## src/rtl/pipe_stage_chain_if.sv

```systemverilog
// Handshake bundle for pipe_stage_chain: upstream valid/ready/data,
// downstream valid/ready/data, a squash strobe and the occupancy count.
interface pipe_stage_chain_if #(
   parameter int unsigned WIDTH = 32,
   parameter int unsigned DEPTH = 2
);
   localparam int unsigned CW = $clog2(DEPTH + 1);

   logic             in_valid;
   logic             in_ready;
   logic [WIDTH-1:0] in_data;
   logic             out_valid;
   logic             out_ready;
   logic [WIDTH-1:0] out_data;
   logic             flush;
   logic [CW-1:0]    count;

   // Producer/consumer side: offers input, accepts output, may squash.
   modport master (
      output in_valid, in_data, out_ready, flush,
      input  in_ready, out_valid, out_data, count
   );

   // The chain itself.
   modport slave (
      input  in_valid, in_data, out_ready, flush,
      output in_ready, out_valid, out_data, count
   );
endinterface

```

## src/rtl/pipe_stage_chain.sv

```systemverilog
// Elastic pipeline register chain: DEPTH valid/ready stages carrying WIDTH-bit
// words, with bubble collapse, synchronous flush and a registered occupancy
// count. Stage 0 faces the producer, stage DEPTH-1 drives out_data.
module pipe_stage_chain #(
   parameter int unsigned      WIDTH      = 32,
   parameter int unsigned      DEPTH      = 2,
   parameter logic [WIDTH-1:0] RESET_DATA = '0
) (
   input logic              clk,
   input logic              rst,
   pipe_stage_chain_if.slave bus
);
   localparam int unsigned CW = $clog2(DEPTH + 1);

   logic [DEPTH-1:0] v;
   logic [WIDTH-1:0] d     [DEPTH];
   logic [DEPTH:0]   r;
   logic [DEPTH-1:0] inc_v;
   logic [WIDTH-1:0] inc_d [DEPTH];
   logic [CW-1:0]    count_q;
   logic             in_fire;
   logic             out_fire;

   // Ready ripples back from the consumer; an empty stage is always ready,
   // which is what lets bubbles collapse while the output is stalled.
   always_comb begin
      // NOTE: default assigned first so no path leaves r unassigned (no latch).
      r        = '0;
      r[DEPTH] = bus.out_ready;
      for (int k = int'(DEPTH) - 1; k >= 0; k--) begin
         r[k] = ~v[k] | r[k+1];
      end
   end

   // Handshake outputs are masked by flush and reset; out_data is raw.
   assign bus.in_ready  = r[0] & ~bus.flush & ~rst;
   assign bus.out_valid = v[DEPTH-1] & ~bus.flush & ~rst;
   assign bus.out_data  = d[DEPTH-1];
   assign bus.count     = count_q;

   assign in_fire  = bus.in_valid & bus.in_ready;
   assign out_fire = bus.out_valid & bus.out_ready;

   // What each stage would load: the producer for stage 0, the upstream stage otherwise.
   always_comb begin
      inc_v[0] = in_fire;
      inc_d[0] = bus.in_data;
      for (int k = 1; k < int'(DEPTH); k++) begin
         inc_v[k] = v[k-1];
         inc_d[k] = d[k-1];
      end
   end

   // Stage registers and occupancy count; reset beats flush beats transfers.
   always_ff @(posedge clk) begin
      if (rst) begin
         v       <= '0;
         count_q <= '0;
         // NOTE: data registers are reset too, since out_data is visible even when invalid.
         for (int k = 0; k < int'(DEPTH); k++) begin
            d[k] <= RESET_DATA;
         end
      end else if (bus.flush) begin
         v       <= '0;
         count_q <= '0;
      end else begin
         for (int k = 0; k < int'(DEPTH); k++) begin
            if (r[k]) begin
               // NOTE: non-blocking, so each stage loads its neighbour's pre-edge value.
               v[k] <= inc_v[k];
               if (inc_v[k]) begin
                  d[k] <= inc_d[k];
               end
            end
         end
         count_q <= count_q + CW'(in_fire) - CW'(out_fire);
      end
   end
endmodule

```

## src/flat_wrapper.sv

```systemverilog
// flat-port wrapper written by rule: the top's interface ports become plain ports
module pipe_stage_chain_flat 
#(
   parameter int unsigned      WIDTH      = 32,
   parameter int unsigned      DEPTH      = 2,
   parameter logic [WIDTH-1:0] RESET_DATA = '0
)
  (clk, rst, bus_in_valid, bus_in_data, bus_out_ready, bus_flush, bus_in_ready, bus_out_valid, bus_out_data, bus_count);
  pipe_stage_chain_if #(.WIDTH(WIDTH), .DEPTH(DEPTH)) bus_i ();
  input logic clk;
  input logic rst;
  input wire logic [$bits(bus_i.in_valid)-1:0] bus_in_valid;
  input wire logic [$bits(bus_i.in_data)-1:0] bus_in_data;
  input wire logic [$bits(bus_i.out_ready)-1:0] bus_out_ready;
  input wire logic [$bits(bus_i.flush)-1:0] bus_flush;
  output wire logic [$bits(bus_i.in_ready)-1:0] bus_in_ready;
  output wire logic [$bits(bus_i.out_valid)-1:0] bus_out_valid;
  output wire logic [$bits(bus_i.out_data)-1:0] bus_out_data;
  output wire logic [$bits(bus_i.count)-1:0] bus_count;
  assign bus_i.in_valid = bus_in_valid;
  assign bus_i.in_data = bus_in_data;
  assign bus_i.out_ready = bus_out_ready;
  assign bus_i.flush = bus_flush;
  assign bus_in_ready = bus_i.in_ready;
  assign bus_out_valid = bus_i.out_valid;
  assign bus_out_data = bus_i.out_data;
  assign bus_count = bus_i.count;
  pipe_stage_chain #(.WIDTH(WIDTH), .DEPTH(DEPTH), .RESET_DATA(RESET_DATA)) u_core (.clk(clk), .rst(rst), .bus(bus_i));
endmodule
```

## config.mk

```make
export PLATFORM = sky130hd
export DESIGN_NAME = pipe_stage_chain_flat
export DESIGN_NICKNAME = d
export VERILOG_FILES = /design/src/rtl/pipe_stage_chain_if.sv /design/src/rtl/pipe_stage_chain.sv /design/src/flat_wrapper.sv
export SDC_FILE = /design/constraint.sdc
export NUM_CORES = 1
export LEC_CHECK = 0
export BUFFER_PORTS_ARGS = -buffer_cell sky130_fd_sc_hd__buf_2
export CAP_MARGIN = 20
export CORE_UTILIZATION = 41
export DETAILED_ROUTE_END_ITERATION = 8
export SLEW_MARGIN = 15
export SYNTH_ARGS = -nofsm -noshare
export SYNTH_HDL_FRONTEND = slang
export SYNTH_SLANG_ARGS = --single-unit
```

## constraint.sdc

```tcl
create_clock -name clk -period 8.8 [get_ports clk]
set_input_delay 1.76 -clock clk [delete_from_list [all_inputs] [get_ports clk]]
set_output_delay 1.76 -clock clk [all_outputs]
set_load 0.005 [all_outputs]
```

==> results by group, run 1 <==
Status
  – Status: completed

Synthesis
  – Sequential area share after synthesis: 62.14%
  – Netlist Area Pre-Place: 3222 um2
  – Syn_area_per_cell: 15.42 um2
  – Ys Warns: 0
  – Seq cells post-synth: 68
  – Cell variety after synth: 24
  – Synth Instances: 209
  – Post-Synthesis Net Count: 248

Clocking
  – Clk_lat worst skew: 330 ps
  – H-tree Lvls: 3
  – Cts bufs inserted: 9
  – Setup bufs post-CTS: 0
  – TritonCTS clock tree: yes
  – CTS resizes: 0
  – CTS Sinks: 68
  – CTS clk-pin slew, worst paths: 60 ps
  – Root buffer cell: clkbuf_8
  – Deepest clock path buffer count: 2
  – Hold-fix buffers, CTS: 0

Timing
  – Clock Skew: 6.431 ps
  – Slew Viols, Final: 0
  – Final period utilization: 53.76%
  – Worst slew margin: 35.66%
  – Setup violators final: 0
  – Minimum clock period: 4731 ps
  – Worst-Margin Slew: 962.6 ps
  – Max Clk Rate: 0.2114 GHz
  – Final Hold Violating Endpoints: 0
  – RSZ-0062 raised after global routing: no
  – Setup tns final: 0 ps

Global routing
  – Vias in the first global route: 1642
  – GRT overflow: 0
  – Initial antenna violation count: 0
  – Global-route wire length before repair: 8273 um
  – Pin count of the biggest net entering global routing: 69
  – Global Route Usage Sum: 13.30%

Setup path
  – CP Max Fanout: 68
  – Critical Path Most Common Cell: buf_2
  – Setup crit start kind: input port
  – Slowest cell on crit path: buf_4
  – Crit path required time: 7040 ps
  – CP cell instances: buf_2 -> and3b_2 -> buf_4 -> nor2_1 -> buf_2
  – CP peak stage delay: 620 ps
  – Worst setup EP type: primary output
  – Critical path class: input port to primary output
  – Data arrival time of the critical path: 2970 ps

Floorplan
  – Core area: 7408 um2
  – Die width: 90.65 um
  – Die Area: 8217 um2
  – Die Y: 90.65 um
  – I/O pins: 73
  – Row count: 31
  – Starting Density: 43.49%

Detailed routing
  – Iter 0 DRT Violations: 99
  – Avg WL per Cell: 15.66 um
  – Vias: 1752
  – Vias per inst: 5.093
  – DRT antenna net count: 0
  – Pre-antenna DRT Iters: 4
  – Residual DRC: 0
  – Routed Wire Length: 5388 um

Pwr
  – Pleak: 1.281 nW
  – Peak VDD IR: 55.00 uV
  – PwrDens: 181.1 nW/um2

Hold path
  – Worst min-delay path category: register to register

Cells and area
  – # diodes: 0
  – Final net count: 280
  – Area grow syn2layout: 9.126%
  – Util after Layout: 47.46%
  – Layout cell share with drive strength beyond 1: 43.67%

Run
  – Max_cap viols: 0

Placement
  – IO buf count: 72
  – GPL Wtd Cong: 0.7230
  – HPWL after DPL: 2978 um
## cell type report
cell class                 count  area (um2)
fill                         667        3892
sequential                    68        2002
multi-input combinational     83       843.3
timing repair buffer          75       382.9
clock buffer                  11       131.4
tap                           99       123.9
clock inverter                 4       17.52
inverter                       4       15.01
## through the flow
step / instances / total power [mW] / instance area [um2] / hold WS, ps / setup slack (ps)
after CTS: 344 / 0.6427 / 3516 / 517.4 / 4052
after detailed placement: 329 / 0.4373 / 3367 / 505.5 / 4049
final: 344 / 0.6366 / 3516 / 511.1 / 4069
after global routing: 344 / 0.6626 / 3516 / 541.0 / 3986
after global placement: 329 / 0.4370 / 3367 / 504.7 / 4063
after floorplan: 209 / 0.4257 / 3222 / 448.3 / 4513
## routing by layer
metal / share of wire, % / wire length [um] / GRT usage (%) / vias to the layer above
met2: 46 / 2457 / 18.94 / 61
met5: 0 / 0 / 0 / -
li1: - / - / - / 839
met3: 5.0 / 267 / 4.545 / 5
met4: 1.3 / 70 / 6.452 / 0
met1: 48 / 2592 / 18.07 / 847
## critical path: cells and delay by family
kind                   cells  cell delay (ps)
buffers and inverters      3              880
and+or+nand+nor            2              320
## registers in the layout, summed over array words and instances, names as in the netlist
signal,flops
u_core.bus.count,2
u_core.v,2
u_core.d,64
## final timing paths
check,startpoint,end,slack [ps],cells past startpoint
worst min-delay path,u_core.v[0],u_core.v[1],510,2
worst min register to register,u_core.v[0],u_core.v[1],510,2
worst max register to register,u_core.v[0],u_core.d[0][26],6610,3
worst max-delay path,bus_out_ready,bus_in_ready,4070,5
## power by group
group	total [mW]	internal (mW)	switching (mW)
Clock	0.207	0.0981	0.109
Combinational	0.0515	0.0225	0.0289
Sequential	0.378	0.374	0.00446
## kinds of logic after synthesis
logic type	count (synthesis)	synth area share, %
xor+xnor	1	0.6990
compound gates	4	0.8933
fa+ha+maj	2	0.7766
buf+inv	58	12.31
flops	68	62.14
simple gates	76	23.18
## cell usage in the layout, fill, tap and decap left out
cell type   n
buf_2      72
edfxtp_1   64
nor4b_1    48
nor4b_2    14
clkbuf_8    9
inv_1       4
dfxtp_1     4
nor2_1      3
buf_4       3
nand2b_1    2
and2_1      2
nor4b_4     2
ha_1        2
clkinv_2    2
clkinv_1    2
clkbuf_1    2
and3b_2     1
or2_2       1
nor3b_1     1
and3_1      1
o21bai_4    1
a31o_2      1
nor2_4      1
a21oi_1     1
xnor3_1     1
o21a_1      1
## synthesized netlist by cell type, drive strengths merged
cell type	number	area (um2)
inv	4	15.01
nor4b	64	678.1
buf	48	357.8
edfxtp	64	1922
or2	1	6.260
a31o	1	8.760
dfxtp	4	80.08
and2	2	12.51
nor2	4	15.01
and3	1	6.260
a21oi	1	5.000
o21a	1	7.510
nand2b	2	12.51
and3b	1	8.760
o21bai	1	7.510
xnor3	1	22.52
nor3b	1	7.510
ha	2	25.02
clkbuf	6	23.77
No activity file was read; power rests on OpenSTA's default activity.
==> run 2, diff against run 1 <==
PLACE_DENSITY = 0.66   (was default)
clock period = 3.97 ns   (was 8.8 ns; I/O delays follow)
==> run 2 against run 1 <==
Utilization is 0.56 points higher. Largest cell class unchanged. Critical path type unchanged. Hold slack better by 33 ps. Flip-flop and latch count stayed put. Register-to-register slack worse by 4700 ps. Cell count is 0.58% higher.
==> results by group, run 2 (synthesis gave the netlist of run 1 again) <==
Timing
  – Worst-Margin Slew: 932.9 ps
  – RSZ-0062 raised after global routing: no
  – Worst slew margin: 37.64%
  – Clock Skew: 6.548 ps
  – Slew Viols, Final: 0
  – Setup tns final: 0 ps
  – Final Hold Violating Endpoints: 0
  – Minimum clock period: 2612 ps
  – Final period utilization: 65.78%
  – Setup violators final: 0
  – Max Clk Rate: 0.3829 GHz

Global routing
  – Global Route Usage Sum: 14.10%
  – GRT overflow: 0
  – Initial antenna violation count: 0
  – Pin count of the biggest net entering global routing: 44
  – Global-route wire length before repair: 8894 um
  – Vias in the first global route: 1753

Clocking
  – CTS clk-pin slew, worst paths: 70 ps
  – H-tree Lvls: 3
  – Root buffer cell: clkbuf_8
  – Setup bufs post-CTS: 0
  – CTS Sinks: 68
  – Cts bufs inserted: 9
  – Deepest clock path buffer count: 2
  – CTS resizes: 0
  – TritonCTS clock tree: yes
  – Clk_lat worst skew: 330 ps
  – Hold-fix buffers, CTS: 0

Detailed routing
  – DRT antenna net count: 0
  – Iter 0 DRT Violations: 152
  – Vias: 1749
  – Avg WL per Cell: 15.77 um
  – Routed Wire Length: 5456 um
  – Vias per inst: 5.055
  – Residual DRC: 0
  – Pre-antenna DRT Iters: 4

Setup path
  – Crit path required time: 3180 ps
  – Setup crit start kind: input port
  – Slowest cell on crit path: and3b_2
  – Data arrival time of the critical path: 1820 ps
  – Worst setup startpoint: bus_out_ready
  – CP Max Fanout: 26
  – Worst setup EP type: primary output
  – Critical Path Most Common Cell: buf_2
  – CP peak stage delay: 660 ps
  – CP cell instances: buf_2 -> and3b_2 -> nor2_1 -> buf_2
  – Critical path class: input port to primary output
  – Worst r2r src: u_core.v[0]

Pwr
  – Peak VDD IR: 205.8 uV
  – PwrDens: 418.3 nW/um2
  – Total power draw: 1.488 mW
  – Pleak: 1.299 nW

Floorplan
  – Starting Density: 43.49%
  – Row count: 31
  – Core area: 7408 um2
  – Die width: 90.65 um
  – Die Area: 8217 um2
  – I/O pins: 73
  – Die Y: 90.65 um

Hold path
  – Worst min-delay path category: register to register
  – Hold wc startpoint: u_core.v[0]

Cells and area
  – Most frequent cells in the layout: buf_2 (72), edfxtp_1 (64), nor4b_1 (48), nor4b_2 (14), clkbuf_8 (9)
  – Area grow syn2layout: 10.41%
  – Layout cell share with drive strength beyond 1: 44.53%
  – # diodes: 0
  – Max reg flops: 64
  – Post-route cell area: 3557 um2
  – Final net count: 281
  – Commonest non-fill, non-tap cell in the layout: buf_2
  – Biggest register: u_core.d

Placement
  – IO buf count: 72
  – GPL Wtd Cong: 0.6887
  – HPWL after DPL: 3313 um
  – Area after DPL: 3374 um2

Run
  – Max_cap viols: 0

Status
  – Status: completed
run 2: cell count changes in the layout (fill, tap and decap cells not counted), sizes merged:
cell      delta
bufinv       +1
buf          +1
clkinvlp     +1
clkbuf       -1
run 2: path summary, 6_finish.rpt:
check,endpoint,slack [ps],depth (start not counted)
max,bus_in_ready,1360,4
min,u_core.v[1],540,2
max reg2reg,u_core.d[0][21],1900,3
min reg2reg,u_core.v[1],540,2
run 2: critical path, delay by kind of cell:
family | cells | cell delay [ps]
and+or+nand+nor | 2 | 760
buffers and inverters | 2 | 260
run 2: power breakdown:
group	total, mW	leakage, nW	switching, mW	internal [mW]
registers	0.839	0.706	0.0103	0.829
clock network	0.534	0.0911	0.250	0.284
logic	0.115	0.502	0.0644	0.0508
total	1.49	1.30	0.325	1.16
run 2: layout make-up:
| class | instances | area [um2] |
|---|---|---|
| fillers | 673 | 3851 |
| flip-flops and latches | 68 | 2002 |
| multi-input cells | 83 | 843.3 |
| repair buffers | 76 | 390.4 |
| clock buffers | 10 | 127.6 |
| well taps | 99 | 123.9 |
| clock inverters | 6 | 55.05 |
| inverters | 4 | 15.01 |
run 2: metrics by stage:
step                setup slack, ps  hold slack (ps)  utilization (%)  cells
global route                   1272            585.9            48.02    346
CTS                            1349            541.1            48.02    346
global placement               1333            520.6            45.55    330
floorplan                     649.0            448.3                -    209
detailed placement             1349            531.2            45.55    330
finish                         1358            544.5            48.02    346
run 2: per-layer routing:
metal	track usage, %	wire (um)	up-vias
li1	-	-	842
met1	18.78	2438	846
met2	20.83	2614	55
met3	5.387	326	6
met4	5.242	76	0
met5	0	0	-
==> run 3, diff against run 2 <==
PLACE_DENSITY = default   (was 0.66)
clock period = 2.6 ns   (was 3.97 ns; I/O delays follow)
==> run 3 against run 2 <==
Combinational power grew 60%. Sequential power grew 53%. Global-route usage shrank 0.30 points. Final area grew 2.3%. Via count grew 1.4%. Clock skew grew 2.4 ps. Cell count grew 1.4%. Clock-buffer cell count shrank 1. Worst setup slack lost 900 ps. Hold slack lost 67 ps. Flip-flop and latch count is the same. Critical endpoint unchanged.
==> results by group, run 3 (synthesis gave the netlist of run 1 again) <==
Pwr
  – Switching pwr: 0.5078 mW
  – Comb power frac: 7.7%
  – Pleak: 1.341 nW
  – Total power draw: 2.392 mW
  – Power Internal: 1.884 mW
  – PwrDens: 657.3 nW/um2
  – Switch share: 21.23%
  – Peak VDD IR: 264.3 uV
  – Sequential share of power: 53.5%
  – Clock share of power: 38.8%

Clocking
  – Clk_lat worst skew: 340 ps
  – Cts bufs inserted: 9
  – Hold-fix buffers, CTS: 0
  – Setup bufs post-CTS: 0
  – CTS resizes: 0
  – CTS clk-pin slew, worst paths: 70 ps
  – CTS Sinks: 68
  – H-tree Lvls: 3
  – Root buffer cell: clkbuf_8
  – Deepest clock path buffer count: 2
  – TritonCTS clock tree: yes

Placement
  – GPL Wtd Cong: 0.6944
  – HPWL after DPL: 3332 um
  – Area after DPL: 3425 um2
  – DP Cell Count: 335
  – IO buf count: 72

Cells and area
  – Most frequent cells in the layout: buf_2 (72), edfxtp_1 (64), nor4b_1 (48), nor4b_2 (14), clkbuf_8 (9)
  – Final Non-Filler Cells: 351
  – # diodes: 0
  – Final net count: 286
  – Sequential Area: 2002 um2
  – Biggest register: u_core.d
  – Multi-input gate area: 843.3 um2
  – Layout cell share with drive strength beyond 1: 46.43%
  – Area grow syn2layout: 12.93%
  – Max reg flops: 64
  – Fill count: 658
  – Commonest non-fill, non-tap cell in the layout: buf_2
  – Post-route cell area: 3638 um2

Floorplan
  – I/O pins: 73
  – Die Area: 8217 um2
  – Core area: 7408 um2
  – Row count: 31
  – Die width: 90.65 um
  – Die Y: 90.65 um
  – Starting Density: 43.49%

Detailed routing
  – DRT antenna net count: 0
  – Residual DRC: 0
  – Vias per inst: 5.051
  – Iter 0 DRT Violations: 110
  – Pre-antenna DRT Iters: 4
  – Avg WL per Cell: 15.61 um
  – Routed Wire Length: 5478 um
  – Vias: 1773

Run
  – Max_cap viols: 0

Setup path
  – CP Max Fanout: 28
  – Data arrival time of the critical path: 1620 ps
  – R2r setup slk: 740 ps
  – Critical path class: register to primary output
  – Setup crit start kind: register
  – Worst setup EP type: primary output
  – Crit path required time: 2080 ps

Global routing
  – Pin count of the biggest net entering global routing: 42
  – Global Route Usage Sum: 13.80%
  – GRT overflow: 0
  – Initial antenna violation count: 0
  – Global-route wire length before repair: 8569 um
  – Vias in the first global route: 1684

Status
  – Status: completed

Timing
  – Setup violators final: 0
  – Final Hold Violating Endpoints: 0
  – Max Clk Rate: 0.4674 GHz
  – Clock Skew: 8.908 ps
  – Worst slew margin: 59.76%
  – RSZ-0062 raised after global routing: no
  – Minimum clock period: 2140 ps
  – Final period utilization: 82.29%
  – Slew Viols, Final: 0
  – Worst-Margin Slew: 603.6 ps
  – Setup tns final: 0 ps

Hold path
  – Worst min-delay path category: input port to register
## run 3: changes by cell type in the layout (fill, tap and decap cells not counted)
cell and delta:
clkbuf_1 -1, bufinv_16 +1, buf_4 +4, buf_12 +1, clkinv_1 -1, inv_6 +1
## run 3: path summary, 6_finish.rpt
check / endpoint / cells past startpoint / from
hold reg to reg: u_core.v[1] / 2 / u_core.v[0]
setup / recovery: bus_in_ready / 3 / u_core.v[0]
hold / removal: u_core.v[0] / 2 / bus_in_valid
setup reg to reg: u_core.d[0][19] / 3 / u_core.v[0]
## run 3: power by group through the flow
stage	sequential [mW]	clock (mW)	combinational [mW]
after floorplan	1.30	0	0.142
after global placement	1.30	0	0.184
after detailed placement	1.30	0	0.186
after CTS	1.28	0.958	0.187
after global routing	1.28	1.01	0.200
final	1.28	0.929	0.184
## run 3: cell type report
| cell class | count | area share (%) |
|---|---|---|
| clock inverter | 7 | 2.476 |
| tap | 99 | 3.404 |
| inverter | 4 | 0.4127 |
| sequential | 68 | 55.02 |
| clock buffer | 9 | 3.404 |
| timing repair buffer | 81 | 12.10 |
| multi-input combinational | 83 | 23.18 |
## run 3: through the flow
| stage | hold WS [ps] | utilization [%] | setup WS, ps |
|---|---|---|---|
| detailed placement | 516.1 | 46.23 | 493.1 |
| CTS | 462.0 | 49.11 | 419.5 |
| finish | 477.8 | 49.11 | 460.4 |
| global placement | 517.4 | 46.23 | 518.1 |
| floorplan | 448.3 | - | 228.8 |
| global route | 478.3 | 49.11 | 339.8 |
## run 3: worst max-delay path, cell delays in order, from the launching register on
cell and delay, ps:
dfxtp_1 430, and3b_2 620, nor2_1 90, buf_2 140
## run 3: routing by layer
| layer | part of all wire [%] | track usage (%) | up-vias |
|---|---|---|---|
| met1 | 44 | 17.41 | 853 |
| met3 | 5.1 | 3.788 | 9 |
| met5 | 0 | 0 | - |
| met4 | 1.7 | 7.258 | 0 |
| li1 | - | - | 855 |
| met2 | 49 | 21.59 | 56 |
